`config.mk`:
```
export PLATFORM = sky130hd
export DESIGN_NAME = fir_tap_mac
export DESIGN_NICKNAME = d
export VERILOG_FILES = /design/src/rtl/eq_pkg.sv /design/src/rtl/fir_delay_line.sv /design/src/rtl/fir_tap_mac.sv
export SDC_FILE = /design/constraint.sdc
export NUM_CORES = 2
export LEC_CHECK = 0
export CORE_UTILIZATION = 64
export CTS_CLUSTER_DIAMETER = 30
export CTS_CLUSTER_SIZE = 12
export DETAILED_ROUTE_END_ITERATION = 10
export PLACE_DENSITY_LB_ADDON = 0.08
export SLEW_MARGIN = 40
export SYNTH_ARGS = -nofsm -noshare
export SYNTH_HDL_FRONTEND = slang
export SYNTH_HIERARCHICAL = 1
export SYNTH_SLANG_ARGS = --single-unit
```
`constraint.sdc`:
```
create_clock -name clk -period 40.1 [get_ports clk]
set_input_delay 8.02 -clock clk [delete_from_list [all_inputs] [get_ports clk]]
set_output_delay 8.02 -clock clk [all_outputs]
set_load 0.1 [all_outputs]
```
`src/rtl/eq_pkg.sv`:
```
// rtl/eq_pkg.sv - shared widths, types and rounding helpers for the equalizer FIR band
package eq_pkg;

  localparam int DATA_W      = 16;
  localparam int COEF_W      = 16;
  localparam int PROD_W      = DATA_W + COEF_W;
  localparam int ACC_W       = DATA_W + COEF_W + 6;
  localparam int TAPS        = 64;
  localparam int TAP_W       = $clog2(TAPS);
  localparam int ROUND_CONST = 2**14;
  localparam int FRAC_BITS   = 15;

  typedef logic signed [DATA_W-1:0] sample_t;
  typedef logic signed [COEF_W-1:0] coef_t;
  typedef logic signed [PROD_W-1:0] prod_t;
  typedef logic signed [ACC_W-1:0]  acc_t;
  typedef logic        [TAP_W-1:0]  tap_t;

  localparam tap_t    LAST_TAP   = tap_t'(TAPS - 1);
  localparam sample_t SAMPLE_MAX = {1'b0, {(DATA_W-1){1'b1}}};
  localparam sample_t SAMPLE_MIN = {1'b1, {(DATA_W-1){1'b0}}};
  localparam acc_t    SAT_HI     = acc_t'(SAMPLE_MAX);
  localparam acc_t    SAT_LO     = acc_t'(SAMPLE_MIN);

  // Q1.15 products back to sample scale, ties rounded toward +inf
  function automatic acc_t round_shift(acc_t sum);
    acc_t biased;
    biased = sum + acc_t'(ROUND_CONST);
    return biased >>> FRAC_BITS;
  endfunction

  function automatic sample_t clamp_sample(acc_t r);
    if (r > SAT_HI) return SAMPLE_MAX;
    if (r < SAT_LO) return SAMPLE_MIN;
    return sample_t'(r);
  endfunction

endpackage

```
`src/rtl/fir_delay_line.sv`:
```
// rtl/fir_delay_line.sv - 64-entry circular sample history with tap-0 bypass
module fir_delay_line
  import eq_pkg::*;
(
  input  logic                     clk,
  input  logic                     rst,
  input  logic                     clk_enable,
  input  logic                     phase_0,
  input  logic        [TAP_W-1:0]  current_count,
  input  logic signed [DATA_W-1:0] filter_in,
  output logic signed [DATA_W-1:0] tap_sample
);

  sample_t mem [TAPS];
  tap_t    base;
  tap_t    wr_ptr;
  tap_t    rd_ptr;

  // Writing one slot below the base makes the newest sample sit at base,
  // so tap k lives at base+k with no data movement.
  assign wr_ptr = base - tap_t'(1);
  assign rd_ptr = base + current_count;

  always_ff @(posedge clk or posedge rst) begin
    if (rst) begin
      base <= '0;
      mem  <= '{default: '0};
    end else if (clk_enable && phase_0) begin
      mem[wr_ptr] <= filter_in;
      base        <= wr_ptr;
    end
  end

  // Tap 0 is consumed on the same edge that stores it, hence the bypass
  assign tap_sample = (current_count == '0) ? filter_in : mem[rd_ptr];

endmodule

```
`src/rtl/fir_tap_mac.sv`:
```
// rtl/fir_tap_mac.sv - time-multiplexed 64-tap FIR MAC, one rounded output per frame.
// Define FIR_TAP_MAC_SAT_EN to clamp the output instead of wrapping it.
module fir_tap_mac
  import eq_pkg::*;
(
  input  logic                     clk,
  input  logic                     rst,
  input  logic                     clk_enable,
  input  logic        [TAP_W-1:0]  current_count,
  input  logic                     phase_0,
  input  logic signed [DATA_W-1:0] filter_in,
  input  logic signed [COEF_W-1:0] coeff,
  output logic signed [DATA_W-1:0] filter_out,
  output logic                     out_valid
);

  sample_t x_k;
  prod_t   prod;
  prod_t   p_reg;
  tap_t    k_reg;
  logic    p_vld;
  acc_t    acc;
  acc_t    p_ext;
  acc_t    sum;
  acc_t    rounded;
  sample_t result;

  fir_delay_line u_delay_line (
    .clk           (clk),
    .rst           (rst),
    .clk_enable    (clk_enable),
    .phase_0       (phase_0),
    .current_count (current_count),
    .filter_in     (filter_in),
    .tap_sample    (x_k)
  );

  assign prod    = prod_t'(coeff) * prod_t'(x_k);
  assign p_ext   = acc_t'(p_reg);
  assign sum     = acc + p_ext;
  assign rounded = round_shift(sum);

  always_comb begin
`ifdef FIR_TAP_MAC_SAT_EN
    result = clamp_sample(rounded);
`else
    result = sample_t'(rounded);
`endif
  end

  // The last tap's product is folded in combinationally so the frame result
  // lands on the phase_0 edge rather than one cycle later.
  always_ff @(posedge clk or posedge rst) begin
    if (rst) begin
      p_reg      <= '0;
      k_reg      <= '0;
      p_vld      <= 1'b0;
      acc        <= '0;
      filter_out <= '0;
      out_valid  <= 1'b0;
    end else begin
      out_valid <= 1'b0;
      if (clk_enable) begin
        p_reg <= prod;
        k_reg <= current_count;
        p_vld <= 1'b1;
        if (p_vld) begin
          acc <= (k_reg == '0) ? p_ext : sum;
          if (k_reg == LAST_TAP) begin
            filter_out <= result;
            out_valid  <= 1'b1;
          end
        end
      end
    end
  end

endmodule

```
; ---- Word-level counts from Yosys, hierarchy flattened
; Cells that the tools add are included.
[op_classes]
n_eq_ne = 1
n_addsub = 4
mul = 1
mux = 11
n_bitwise = 2
magnitude_cmp = 3
n_reduce_logical = 6
[ops]
columns = operator, count
row1 = bitwise mux 1024 bit, 1
row2 = binary-select mux 16 bit (select 6 bit), 1
row3 = demux 16 bit (select 6 bit), 1
row4 = 2-to-1 mux 16 bit, 4
row5 = adder 38 x 32 -> 38 bit, 1
row6 = 2-to-1 mux 38 bit, 1
row7 = multiplier 16 x 16 -> 32 bit, 1
row8 = "adder 31 x 16 -> 31 bit, second input constant", 1
row9 = "greater-or-equal comparator 7 bit, second input constant", 2
row10 = NOT 6 -> 7 bit, 2
row11 = logical NOT 6 bit, 2
row12 = "less-than comparator 7 x 1 -> 1 bit, second input constant", 1
row13 = adder 6 bit, 1
row14 = "== test 6 bit, second input constant", 1
row15 = "subtractor 6 x 1 -> 6 bit, second input constant", 1
row16 = 2-to-1 mux 1 bit, 3
row17 = AND reduction 3 bit, 1
row18 = logical AND 1 bit, 2
row19 = AND reduction 2 bit, 1
[totals]
inputBits = 42
elab_cells = 99
reg_bits = 1124
out_inout_bits = 17

; ---- Depth between registers and ports, before layout
[logic_depth]
depth_word = 7
ltp_mapped = 38
mapped_depth_nobuf = 34

; ---- Hierarchy
; The synthesis kept the hierarchy.
[modules_own_cells]
columns = module, cells_each, seq_area_each_um2, area_per_inst_um2, n_inst
row1 = fir_delay_line, 3037, 25774.7, 48218.7, 1
row2 = fir_tap_mac, 1675, 2152.1, 15173.3, 1

; ---- Least setup slack after synthesis
; OpenSTA, ideal clock, no wires.
[synth_timing]
path_type = input to register
from = in current_count[0]
to = reg p_reg[28]
required_ns = 39.975
arrival_ns = 16.606
path_stages = 35
setup_slack_ns = 23.369
setup_time_ns = 0.125
path_buffers = 6
path_cell_list = ha_1 > inv_1 > fa_1 > clkbuf_1 > buf_2 > buf_2 > buf_2 > buf_2 > mux4_2 > mux2i_1 > mux2i_1 > a311oi_1 > nand3_1 > clkbuf_1 > nand2_1 > inv_1 > fa_1 > inv_1 > fa_1 > inv_1 > fa_1 > fa_1 > fa_1 > inv_1 > fa_1 > inv_1 > ha_1 > and3_1 > a221o_1 > a21oi_1 > o21ai_0 > a211o_1 > a21oi_1 > xnor2_1 > mux2_2
[synth_between]
elab_chain_len = 7
elab_cells_between_ends = 8
classes_between = add/sub (1) / mul (1) / mux (4) / bitwise (1) / reduce/logical (1)
[synth_lines]
columns = item, line
row1 = from (decl), fir_tap_mac.sv:9  ; input logic [TAP_W-1:0] current_count,
row2 = adder 6 bit, fir_delay_line.sv:22  ; assign rd_ptr = base + current_count;
row3 = NOT 6 -> 7 bit (not written as such), fir_delay_line.sv:35  ; assign tap_sample = (current_count == '0) ? filter_in : mem[rd_ptr];
row4 = binary-select mux 16 bit (select 6 bit), fir_delay_line.sv:35
row5 = 2-to-1 mux 16 bit (not written as such) (2 in series), fir_delay_line.sv:35
row6 = 2-to-1 mux 16 bit (*), fir_delay_line.sv:35
row7 = named net x_k[1], fir_tap_mac.sv:17  ; sample_t x_k;
row8 = multiplier 16 x 16 -> 32 bit (*), fir_tap_mac.sv:38  ; assign prod = prod_t'(coeff) * prod_t'(x_k);
row9 = to (signal assigned), fir_tap_mac.sv:64  ; p_reg <= prod;
row10 = to (decl), fir_tap_mac.sv:19  ; prod_t p_reg;
; Mark *: on every way through the listed nets, which the timed path passes. The rest lies on a longest branch. The select of a mux whose other input is x is not followed.
; A chain may end at the register's enable or synchronous reset.

; ---- Worst setup path in the final report
; Same ends and word-level chain as after synthesis.

==> metrics.md <==
| Metric | Value |
|---|---|
| Outcome | finished, final reports clean |
| Critical Path RT | 40.73 ns |
| Worst reg2reg path depth | 32 |
| Max Freq | 0.0519 GHz |
| Antenna Nets Post-Route | 0 |
| # diodes | 0 |
| Syn_area_per_cell | 13.5 um^2 |
| Unrepaired setup endpoints after global routing | false |
| Synth async-reset ratio | 100% |
| Type of origin of the critical path | primary input |
| Final WS setup | 20.82 ns |
| TritonRoute pass-1 iters | 5 |
| Final std cells w/o fill | 6191 |
| Ratio of cells with drive above 1 in the final layout | 38.9% |
| Worst Setup End Kind | flop |
| Via count | 39300 |
| Worst Setup Path Type | in -> reg |
| Final Skew | 0.0520 ns |
| Cell count after synthesis | 4712 |
| Max incr delay on CP | 1.19 ns |
| Number of post-CTS setup repair buffers | 0 |
| Cell Area, Synth | 63400 um^2 |
| Finished Core Util | 73.9% |
| Reg-to-reg setup timing slack | 27.71 ns |
| Setup tns final | 0 ns |
| Worst r2r src | u_delay_line/base[0] |
| Flops & latches, synth | 1116 |
| Core area | 98300 um^2 |
| Crit-path max FO | 82 |
| Hold WC Path Type | reg -> reg |
| Gpl congestion | 0.890 |
| Final nets | 5134 |
| Most used cell, CP | fa_1 |
| Slew margin rel. | 39.1% |
| CP endpoint | p_reg[28] |
| # fillers | 6274 |
| Clock Latency Late Sink | 0.79 ns |
| Gr usage total | 32.9% |
| Root buffer cell | clkbuf_16 |
| Largest net degree at the start of global routing | 108 |
| I/O Buffers | 58 |
| Mapped Nets | 5129 |
| Hold_sp | filter_out[4] |
| Most frequent cells in the layout | 1116 x dfrtp_1, 947 x mux2_2, 304 x inv_1 |
| Max-cap violation count | 0 |
| Setup slack at placement | 19.76 ns |
| Worst path arrival time | 19.91 ns |
| Max-slew violations | 0 |
| Synth Flop Type | dfrtp_1 |
| Wire per inst | 25.7 um |
| DP HPWL | 101000 um |
| IO Pins | 59 |
| # DRC | 0 |
| Site row count | 115 |
| CTS buffer count | 214 |
| Largest register FFs | 1024 |
| Final hold vios | 0 |
| Initial antenna violation count | 2 |
| YS warnings | 6 |
| First-pass GRT wire length | 249000 um |
| Die X-Extent | 317 um |
| Slowest CP cell | fa_4 |
| Area of the multi-input gates | 32900 um^2 |
| Tcrit/Tclk final | 48.1% |
| Worst-path clk slew | 0.05 ns |
| EDFF count, synth | 0 |
| Initial Utilization | 64.5% |
| P&R area growth vs syn | 14.5% |
| Gr ovfl total | 0 |
| CTS Hold Bufs | 0 |
| DR vias/cell | 6.35 |
| Commonest non-fill, non-tap cell in the layout | dfrtp_1 |
| Crit path time final | 19.28 ns |
| Worst R2R End | p_reg[28] |
| H-tree depth | 4 |
| FF+latch area | 27900 um^2 |
| CTS tree | yes |
| Cell variety after synth | 90 |
| Placed Cells | 5787 |
| Die height | 317 um |
| Sequential area share after synthesis | 44.1% |
| Max Buffers Root-to-Sink | 3 |
| CP startpoint | current_count[0] |
| Initial DRC count | 3398 |
| Clock sinks | 1116 |
| Vias in the first global route | 42000 |
| Worst Tran Pin Value | 0.908 ns |
| Final setup vio count | 0 |
| Die area | 100000 um^2 |
| Routed WL | 159000 um |
| Post-CTS Resized | 0 |
## Yosys cell counts (59+ instances only)
cell	n	area share, %
mux2_4	92	2.2
nand2_1	257	1.5
buf_2	92	0.73
mux2_2	947	17
nand3_1	72	0.57
clkbuf_1	190	1.1
mux2i_1	122	1.9
o21ai_0	73	0.58
a21oi_1	76	0.60
fa_1	258	8.1
and2_1	124	1.2
mux4_2	273	9.7
nor2_1	90	0.53
dfrtp_1	1116	44
ha_1	117	2.3
inv_1	306	1.8
xnor2_1	59	0.82
## how the worst min path moves through the flow
stage | slack [ns] | cells after the start | to
final | 0.47 | 2 | filter_out[4]
after global routing | 0.50 | 1 | u_delay_line/mem[319]
after CTS | 0.47 | 2 | filter_out[14]
after detailed placement | 0.47 | 2 | filter_out[10]
after global placement | 0.46 | 2 | filter_out[0]
after floorplan | 0.45 | 1 | p_vld
## logic make-up after synthesis
family / synth area share (%)
flops: 44.1
xor+xnor: 1.21
compound gates: 3.18
mux: 30.9
simple gates: 5.85
buf+inv: 4.31
fa+ha+maj: 10.5
## per-layer routing
| layer | global-route usage [%] | vias up | wire length [um] | part of all wire, % |
|---|---|---|---|---|
| li1 | - | 16700 | - | - |
| met2 | 52.7 | 1273 | 77000 | 49 |
| met5 | 0 | - | 9 | 0.0057 |
| met1 | 45.3 | 21000 | 65800 | 41 |
| met4 | 12.6 | 2 | 5570 | 3.5 |
| met3 | 5.87 | 334 | 10400 | 6.5 |
## area by class of cell
cell class | count | area share (%)
Sequential cell | 1116 | 38.5
Clock inverter | 149 | 2.73
Inverter | 308 | 1.61
Tap cell | 1287 | 2.22
Timing Repair Buffer | 134 | 1.63
Multi-Input combinational cell | 2943 | 45.4
Clock buffer | 254 | 7.96
## critical path: cells and delay by family
family,cells,cell delay (ns)
muxes,3,1.16
and+or+nand+nor,3,1.03
xor gates and xnor gates,1,0.08
adders and majority gates,9,4.61
AOI/OAI and AO/OA,8,2.37
buffers and inverters,9,2.49
## through the flow
stage / area (um^2) / hold WS (ns)
final: 72600 / 0.472
after global routing: 72600 / 0.496
after CTS: 72600 / 0.475
after detailed placement: 64800 / 0.466
after global placement: 64600 / 0.464
after floorplan: 63400 / 0.452
Power is left out: the tool's default activity adds up to more than one toggle a clock period on the data nets, which glitch-free logic cannot reach.
